--- src/rtl/cva6_lsu_issue_queue.sv ---
// In-order LSU issue queue: buffers decode entries and issues one per cycle to the LSU,
// holding a load behind an outstanding store to the same address. Optional macro: LSU_IQ_BYPASS_EN.
module cva6_lsu_issue_queue #(
  parameter int DEPTH   = 4,
  parameter int INSTR_W = 32
) (
  input  logic                       clk_i,
  input  logic                       rst_i,
  input  logic                       enq_valid_i,
  output logic                       enq_ready_o,
  input  logic [INSTR_W-1:0]         enq_instr_i,
  input  logic                       enq_is_load_i,
  input  logic                       lsu_ready_i,
  output logic [INSTR_W-1:0]         instr_o,
  output logic                       is_load_o,
  output logic                       instr_valid_o,
  input  logic                       load_mem_resp_i,
  input  logic                       store_mem_resp_i,
  output logic [$clog2(DEPTH):0]     count_o
);

  localparam int PTR_W = $clog2(DEPTH);
  localparam int CNT_W = PTR_W + 1;

  logic [INSTR_W-1:0] instr_mem_q [DEPTH];
  logic [INSTR_W-1:0] instr_mem_d [DEPTH];
  logic [DEPTH-1:0]   ld_mem_q, ld_mem_d;

  logic [PTR_W-1:0]   head_q, head_d, tail_q, tail_d;
  logic [CNT_W-1:0]   count_q, count_d;
  logic               ld_busy_q, ld_busy_d, st_busy_q, st_busy_d;
  logic [INSTR_W-1:0] st_addr_q, st_addr_d;
  logic               valid_out_q, valid_out_d, is_load_out_q, is_load_out_d;
  logic [INSTR_W-1:0] instr_out_q, instr_out_d;

  logic               head_is_load, head_blocked, issue, bypass, enq_fire;
  logic               iss_valid, iss_is_load;
  logic [INSTR_W-1:0] head_instr, iss_instr;

  assign head_is_load = ld_mem_q[head_q];
  assign head_instr   = instr_mem_q[head_q];
  assign head_blocked = head_is_load ? (ld_busy_q || (st_busy_q && head_instr == st_addr_q))
                                     : st_busy_q;
  assign issue        = (count_q != '0) && lsu_ready_i && !head_blocked;
  assign enq_ready_o  = count_q < CNT_W'(DEPTH);

`ifdef LSU_IQ_BYPASS_EN
  // Only an empty queue may bypass: the output register carries a single issue per cycle.
  logic in_blocked;
  assign in_blocked = enq_is_load_i ? (ld_busy_q || (st_busy_q && enq_instr_i == st_addr_q))
                                    : st_busy_q;
  assign bypass     = (count_q == '0) && enq_valid_i && lsu_ready_i && !in_blocked;
`else
  assign bypass     = 1'b0;
`endif

  assign enq_fire    = enq_valid_i && enq_ready_o && !bypass;
  assign iss_valid   = issue || bypass;
  assign iss_is_load = issue ? head_is_load : enq_is_load_i;
  assign iss_instr   = issue ? head_instr : enq_instr_i;

  always_comb begin
    instr_mem_d = instr_mem_q;
    ld_mem_d    = ld_mem_q;
    tail_d      = tail_q;
    if (enq_fire) begin
      instr_mem_d[tail_q] = enq_instr_i;
      ld_mem_d[tail_q]    = enq_is_load_i;
      tail_d              = tail_q + PTR_W'(1);
    end
  end

  always_comb begin
    head_d  = head_q + PTR_W'(issue);
    count_d = count_q + CNT_W'(enq_fire) - CNT_W'(issue);
    // Responses only clear a flag that is set; an issue can never coincide with a set flag.
    ld_busy_d = (ld_busy_q && !load_mem_resp_i) || (iss_valid && iss_is_load);
    st_busy_d = (st_busy_q && !store_mem_resp_i) || (iss_valid && !iss_is_load);
    st_addr_d = (iss_valid && !iss_is_load) ? iss_instr : st_addr_q;
    valid_out_d   = iss_valid;
    is_load_out_d = iss_valid && iss_is_load;
    instr_out_d   = iss_valid ? iss_instr : '0;
  end

  always_ff @(posedge clk_i) begin
    instr_mem_q <= instr_mem_d;
    ld_mem_q    <= ld_mem_d;
  end

  always_ff @(posedge clk_i) begin
    if (rst_i) begin
      head_q        <= '0;
      tail_q        <= '0;
      count_q       <= '0;
      ld_busy_q     <= 1'b0;
      st_busy_q     <= 1'b0;
      st_addr_q     <= '0;
      valid_out_q   <= 1'b0;
      is_load_out_q <= 1'b0;
      instr_out_q   <= '0;
    end else begin
      head_q        <= head_d;
      tail_q        <= tail_d;
      count_q       <= count_d;
      ld_busy_q     <= ld_busy_d;
      st_busy_q     <= st_busy_d;
      st_addr_q     <= st_addr_d;
      valid_out_q   <= valid_out_d;
      is_load_out_q <= is_load_out_d;
      instr_out_q   <= instr_out_d;
    end
  end

  assign instr_valid_o = valid_out_q;
  assign is_load_o     = is_load_out_q;
  assign instr_o       = instr_out_q;
  assign count_o       = count_q;

endmodule
--- config.mk ---
export PLATFORM = sky130hd
export DESIGN_NAME = cva6_lsu_issue_queue
export DESIGN_NICKNAME = d
export VERILOG_FILES = /design/src/rtl/cva6_lsu_issue_queue.sv
export SDC_FILE = /design/constraint.sdc
export NUM_CORES = 1
export LEC_CHECK = 0
export BUFFER_PORTS_ARGS = -buffer_cell sky130_fd_sc_hd__buf_2
export CAP_MARGIN = 20
export CORE_AREA = 2 2 134 136
export DETAILED_ROUTE_END_ITERATION = 12
export DIE_AREA = 0 0 136 138
export PLACE_DENSITY = 0.73
export SYNTH_ARGS = -nofsm -noshare
export SYNTH_HDL_FRONTEND = slang
export SYNTH_SLANG_ARGS = --single-unit
--- constraint.sdc ---
create_clock -name clk_i -period 3.07 [get_ports clk_i]
set_input_delay 0.1535 -clock clk_i [delete_from_list [all_inputs] [get_ports clk_i]]
set_output_delay 0.1535 -clock clk_i [all_outputs]
set_load 0.02 [all_outputs]
==> impl_metrics.env, run 1 <==
export IMPL_status="complete, but fails checks"
export IMPL_violations="setup timing"
export IMPL_regArea_sq_mm=0.00547
export IMPL_rsz0062_at_grt="true"
export IMPL_dieArea_sq_mm=0.0188
export IMPL_clock_sinks=207
export IMPL_num_vias=4590
export IMPL_synth_edf_count=132
export IMPL_antennaDiodeCount=0
export IMPL_die_height_um=138
export IMPL_clk_path_buf_depth=3
export IMPL_synth_top_area_share_pct=51.6
export IMPL_crit_type="flop to flop"
export IMPL_drt_drc_violations_left=0
export IMPL_syn_area_sq_mm=0.00768
export IMPL_cts_tree="yes"
export IMPL_synth_largest_area_cell="edfxtp_1"
export IMPL_path_clk_slew_ns=0.06
export IMPL_numCtsBuffers=22
export IMPL_wl_met1_mm=6.60
export IMPL_initial_utilization_pct=43.8
export IMPL_hold_viol=0
export IMPL_hpwl_mm=10.2
export IMPL_cp_end_kind="flop"
export IMPL_fill_cells=1349
export IMPL_fmax_mhz=282
export IMPL_met2_length_mm=8.34
export IMPL_ioPinCount=77
export IMPL_peakVddDrop_v=0.000458
export IMPL_slew_headroom_pct=43.3
export IMPL_post_route_period_util_pct=115
export IMPL_most_common_layout_cells="132 x edfxtp_1, 76 x buf_2, 74 x dfxtp_1"
export IMPL_final_util_pct=57.5
export IMPL_drt_pass1_iter_count=5
export IMPL_syn_inst=488
export IMPL_synth_top_cells_by_area="edfxtp_1 52%, dfxtp_1 20%, mux4_2 9.7%"
export IMPL_grt_pass1_vias=4757
export IMPL_wl_per_cell_um=18.3
export IMPL_drt_iter0_drc=305
export IMPL_drt_wl_total_mm=16.5
export IMPL_layout_commonest_cell="edfxtp_1"
export IMPL_ys_flop_type="edfxtp_1"
export IMPL_reg2reg_depth=16
export IMPL_holdPathStages=4
export IMPL_layout_drive_gt1_share_pct=33.4
export IMPL_tightest_slew_ns=0.851
export IMPL_synth_warnings=0
export IMPL_synth_area_per_cell_sq_um=15.7
export IMPL_highest_layer="met4"
export IMPL_multi_input_area_sq_mm=0.00220
export IMPL_place_gp_congestion=0.797
export IMPL_critPathRequiredTime_ns=3.42
export IMPL_grt_antenna_before_repair=0
export IMPL_area_delta_synth_final_pct=31.1
export IMPL_crit_fanout=8
export IMPL_cap_violations=0
export IMPL_htree_levels=1
export IMPL_grt_max_degree=44
export IMPL_yosysSeqAreaShare_pct=71.1
export IMPL_row_count=49
export IMPL_overflow=0
export IMPL_grt_pass1_wl_mm=25.8
export IMPL_die_w_um=136
export IMPL_insertion_delay_ns=0.50
export IMPL_power_density_mw_per_mm2=914
export IMPL_setup_viol=2
export IMPL_clock_skew_final_ns=0.0204
export IMPL_core_sq_mm=0.0175
export IMPL_ys_ff_latch=207
export IMPL_period_minus_slack_ns=3.54
export IMPL_vias_per_cell=5.10
export IMPL_crit_path_start_kind="flop"
export IMPL_hp_class="input port to flop"
export IMPL_fin_ws_ns=-0.475
export IMPL_track_usage_pct=17.9
export IMPL_io_buffers=76
export IMPL_syn_nets=535
export IMPL_dp_cells=812
export IMPL_nets=702
export IMPL_final_cells=900
export IMPL_wl_met3_mm=1.11
export IMPL_finalMaxSlewViolations=0
export IMPL_leakagePower_nw=3.66
export IMPL_antenna_left=0
export IMPL_synth_distinct_cells=27
export IMPL_cp_arrival_ns=3.90
export IMPL_root_buffer="clkbuf_16"
export IMPL_async_flop_share_pct=0
export IMPL_place_ws_ns=-0.576
## layer usage
layer / vias up / GRT usage, %
li1: 2126 / -
met1: 2269 / 23.9
met2: 162 / 29.4
met3: 33 / 3.34
met4: 0 / 6.74
met5: - / 0
## sequential cells by signal, summed over array words and instances, names as in the netlist
register,count
instr_mem_q,128
instr_o,32
st_addr_q,32
ld_mem_q,4
count_o,3
head_q,2
tail_q,2
instr_valid_o,1
is_load_o,1
ld_busy_q,1
st_busy_q,1
## worst max-delay path, stage by stage (launching register included)
cell and delay (ns):
dfxtp_4 0.38, buf_12 0.12, buf_12 0.13, mux4_2 0.55, xnor2_2 0.16, nand4_1 0.18
nor4_2 0.35, buf_4 0.16, and2_4 0.15, o31ai_4 0.06, ha_1 0.29, inv_2 0.05
ha_4 0.15, fa_2 0.34, xnor2_2 0.14, xnor2_1 0.14, nor2_1 0.05
## area by class of cell
class | count | share of cell area, %
clock buffer | 30 | 6.07
clock inverter | 10 | 1.56
inverter | 8 | 0.298
multi-input combinational | 246 | 21.8
sequential | 207 | 54.3
tap | 229 | 2.84
timing repair buffer | 170 | 13.1
## stage by stage
| stage | setup TNS [ns] | instance area [sq um] | total power, mW | hold slack [ns] |
|---|---|---|---|---|
| final | -0.810 | 10100 | 9.21 | 0.193 |
| after global routing | -1.17 | 10100 | 9.63 | 0.237 |
| after CTS | -0.681 | 9940 | 9.10 | 0.179 |
| after detailed placement | -1.08 | 8660 | 6.11 | 0.372 |
| after global placement | -0.918 | 8660 | 6.05 | 0.366 |
| after floorplan | -0.180 | 7740 | 5.23 | 0.252 |
## cells in the mapped netlist (2+ instances only)
library cell,n
edfxtp_1,132
dfxtp_1,75
nand2_1,66
xnor2_1,36
a21oi_1,35
mux4_2,33
a21boi_1,32
clkbuf_1,15
inv_1,8
nand4_1,8
ha_1,7
nor2_1,7
and2_1,5
buf_2,4
buf_4,4
nor2b_1,4
buf_6,3
or3_1,3
nor4_1,2
o31ai_1,2
## logic make-up (layout without fill, tap and decap cells)
kind of cell / after synthesis / count (layout) / synth area share (%)
flops: 207 / 207 / 71.1
mux: 33 / 33 / 9.67
simple gates: 97 / 97 / 5.52
xor+xnor: 36 / 36 / 4.10
fa+ha+maj: 8 / 8 / 1.40
compound gates: 72 / 72 / 5.91
buf+inv: 35 / 218 / 2.26
## timing repair
action / in CTS / in global routing
gates cloned: 1 / 0
setup buffers: 5 / 9
endpoints found under the hold margin: 134 / 0
gates resized for setup: 15 / 15
setup endpoints to repair: 3 / 5
pin swaps: 9 / 8
hold buffers: 35 / 0
## path summary, 6_finish.rpt
check	slack, ns	to	startpoint
worst min-delay path	0.19	tail_q[0]$_SDFFE_PP0P_	enq_valid_i
worst min register to register	0.47	st_addr_q[21]$_SDFFE_PP0P_	st_addr_q[21]$_SDFFE_PP0P_
worst max register to register	-0.47	count_o[2]$_SDFF_PP0_	head_q[0]$_SDFF_PP0_
worst max-delay path	-0.47	count_o[2]$_SDFF_PP0_	head_q[0]$_SDFF_PP0_
## where the power goes
part           leakage (nW)  total [mW]  internal [mW]  switching, mW
Sequential             1.82        3.55           3.38          0.169
Combinational          1.47        2.90           1.49           1.41
Clock                 0.375        2.77           1.74           1.03
Total                  3.66        9.21           6.60           2.61
Note: power is estimated with default switching activity, not from simulation.
==> inputs of run 2 (changes only) <==
--- a/config.mk
+++ b/config.mk
@@ -7,10 +7,10 @@
 export LEC_CHECK = 0
 export BUFFER_PORTS_ARGS = -buffer_cell sky130_fd_sc_hd__buf_2
 export CAP_MARGIN = 20
-export CORE_AREA = 2 2 134 136
+export CORE_AREA = 2 2 152 154
 export DETAILED_ROUTE_END_ITERATION = 12
-export DIE_AREA = 0 0 136 138
-export PLACE_DENSITY = 0.73
+export DIE_AREA = 0 0 154 156
+export PLACE_DENSITY = 0.61
 export SYNTH_ARGS = -nofsm -noshare
 export SYNTH_HDL_FRONTEND = slang
 export SYNTH_SLANG_ARGS = --single-unit
==> impl_metrics.env, run 2 (synthesis gave the netlist of run 1 again) <==
export IMPL_drt_iter0_drc=254
export IMPL_layout_commonest_cell="edfxtp_1"
export IMPL_clk_path_buf_depth=3
export IMPL_area_delta_synth_final_pct=31.4
export IMPL_cpLargestDelayFamily="simple AND/OR/NAND/NOR gates"
export IMPL_initial_utilization_pct=34.4
export IMPL_crit_chain="buf_12 > buf_12 > mux4_2 > xnor2_1 > nand4_1 > nor4_4 > and2_4 > o31ai_4 > ha_1 > inv_2 > ha_4 > fa_2 > xnor2_2 > xnor2_1 > nor2_1"
export IMPL_holdWs_ns=0.217
export IMPL_drt_pass1_iter_count=4
export IMPL_reg2reg_depth=15
export IMPL_overflow=0
export IMPL_io_buffers=76
export IMPL_drt_drc_violations_left=0
export IMPL_rr_startpoint="head_q[0]$_SDFF_PP0_"
export IMPL_track_usage_pct=14.6
export IMPL_antenna_left=0
export IMPL_post_route_period_util_pct=114
export IMPL_vias_per_cell=4.71
export IMPL_insertion_delay_ns=0.50
export IMPL_period_minus_slack_ns=3.51
export IMPL_final_area_sq_mm=0.0101
export IMPL_place_gp_congestion=0.740
export IMPL_root_buffer="clkbuf_16"
export IMPL_fill_cells=1960
export IMPL_htree_levels=1
export IMPL_crit_path_start_kind="flop"
export IMPL_final_cells=958
export IMPL_cp_end_kind="flop"
export IMPL_r2r_end="count_o[2]$_SDFF_PP0_"
export IMPL_ioPinCount=77
export IMPL_share_clk_of_total_power_pct=28.6
export IMPL_critPathRequiredTime_ns=3.42
export IMPL_nets=704
export IMPL_hold_viol=0
export IMPL_violations="setup timing"
export IMPL_largest_reg_flops=128
export IMPL_p_sw_mw=2.60
export IMPL_grt_max_degree=44
export IMPL_grt_pass1_vias=4852
export IMPL_layout_drive_gt1_share_pct=33.4
export IMPL_dp_cells=875
export IMPL_min_to="tail_q[0]$_SDFFE_PP0P_"
export IMPL_num_vias=4515
export IMPL_crit_buf_inv=3
export IMPL_crit_fanout=6
export IMPL_tightest_slew_ns=0.919
export IMPL_r2r_slack_ns=-0.44
export IMPL_slew_headroom_pct=38.8
export IMPL_numCtsBuffers=23
export IMPL_power_density_mw_per_mm2=899
export IMPL_antennaDiodeCount=0
export IMPL_intPower_mw=6.48
export IMPL_dpl_cell_area_sq_mm=0.00876
export IMPL_hp_start="enq_valid_i"
export IMPL_slowest_delay_ns=0.51
export IMPL_crit_type="flop to flop"
export IMPL_fin_ws_ns=-0.443
export IMPL_status="complete, but fails checks"
export IMPL_die_height_um=156
export IMPL_hp_class="input port to flop"
export IMPL_row_count=55
export IMPL_fmax_mhz=285
export IMPL_most_common_layout_cells="132 x edfxtp_1, 76 x buf_2, 74 x dfxtp_1"
export IMPL_tns_ns=-0.754
export IMPL_path_clk_slew_ns=0.06
export IMPL_peakVddDrop_v=0.000323
export IMPL_leakagePower_nw=3.65
export IMPL_setup_viol=2
export IMPL_holdPathStages=4
export IMPL_drt_wl_total_mm=17.2
export IMPL_cp_arrival_ns=3.86
export IMPL_finalMaxSlewViolations=0
export IMPL_clock_skew_final_ns=0.0104
export IMPL_wl_per_cell_um=18.0
export IMPL_hpwl_mm=10.9
export IMPL_power_frac_comb_pct=32.1
export IMPL_cap_violations=0
export IMPL_cp_slowest_cell="mux4_2"
export IMPL_regMostFlops="instr_mem_q"
export IMPL_core_sq_mm=0.0224
export IMPL_cts_tree="yes"
export IMPL_grt_pass1_wl_mm=26.7
export IMPL_die_w_um=154
export IMPL_rsz0062_at_grt="true"
export IMPL_dieArea_sq_mm=0.0240
export IMPL_swShare_pct=28.7
export IMPL_clock_sinks=207
export IMPL_seqPwrFrac_pct=39.2
export IMPL_grt_antenna_before_repair=2
## run 2: worst max-delay path by stage
stage,startpoint,end,cells past startpoint
detailed placement,head_q[0]$_SDFF_PP0_,count_o[2]$_SDFF_PP0_,14
global route,head_q[0]$_SDFF_PP0_,count_o[2]$_SDFF_PP0_,15
global placement,head_q[0]$_SDFF_PP0_,count_o[2]$_SDFF_PP0_,14
floorplan,head_q[0]$_SDFF_PP0_,count_o[2]$_SDFF_PP0_,15
CTS,head_q[0]$_SDFF_PP0_,count_o[2]$_SDFF_PP0_,14
finish,head_q[0]$_SDFF_PP0_,count_o[2]$_SDFF_PP0_,15
## run 2: final cells by class
cell class	count	area, sq um	share of cell area [%]
sequential	207	5470	54.2
multi-input combinational	246	2220	22.0
timing repair buffer	171	1300	12.9
clock buffer	34	637	6.31
tap	285	357	3.53
clock inverter	7	86.3	0.855
inverter	8	30.0	0.297
## run 2: repair_timing
action / in CTS / in global routing
hold buffers: 35 / 0
buffers inserted: 4 / 1
resized for setup: 19 / 8
pin swaps: 12 / 2
setup endpoints to repair: 4 / 5
hold endpoints to repair: 134 / 0
gates cloned: 2 / 0
## run 2: power groups by stage
stage	Combinational (mW)	Clock (mW)	Sequential, mW
final	2.92	2.60	3.57
after global routing	3.15	2.80	3.60
after CTS	2.89	2.68	3.56
after detailed placement	2.61	0	3.59
after global placement	2.59	0	3.57
after floorplan	1.52	0	3.71
## run 2: worst reg2reg max path: stages, from the launching register on
cell	delay (ns)
dfxtp_4	0.45
buf_12	0.16
buf_12	0.11
mux4_2	0.51
xnor2_1	0.21
nand4_1	0.19
nor4_4	0.33
and2_4	0.21
o31ai_4	0.06
ha_1	0.29
inv_2	0.04
ha_4	0.14
fa_2	0.34
xnor2_2	0.15
xnor2_1	0.13
nor2_1	0.05
## run 2: per-layer routing
layer | routed length [um] | vias to the layer above | part of all wire (%) | global-route usage (%)
li1 | - | 2130 | - | -
met1 | 7310 | 2220 | 42 | 18.8
met3 | 1170 | 29 | 6.8 | 3.00
met2 | 8350 | 134 | 49 | 24.9
met5 | 13 | - | 0.076 | 0
met4 | 354 | 2 | 2.1 | 4.85
## run 2: per-stage QoR
step           utilization, %  power [mW]  worst slack (ns)
6_report                 45.2        9.08            -0.443
3_3_place_gp             39.2        6.16            -0.567
2_1_floorplan               -        5.23            -0.159
3_5_place_dp             39.2        6.20            -0.653
5_1_grt                  45.2        9.55            -0.641
4_1_cts                  44.9        9.13            -0.407
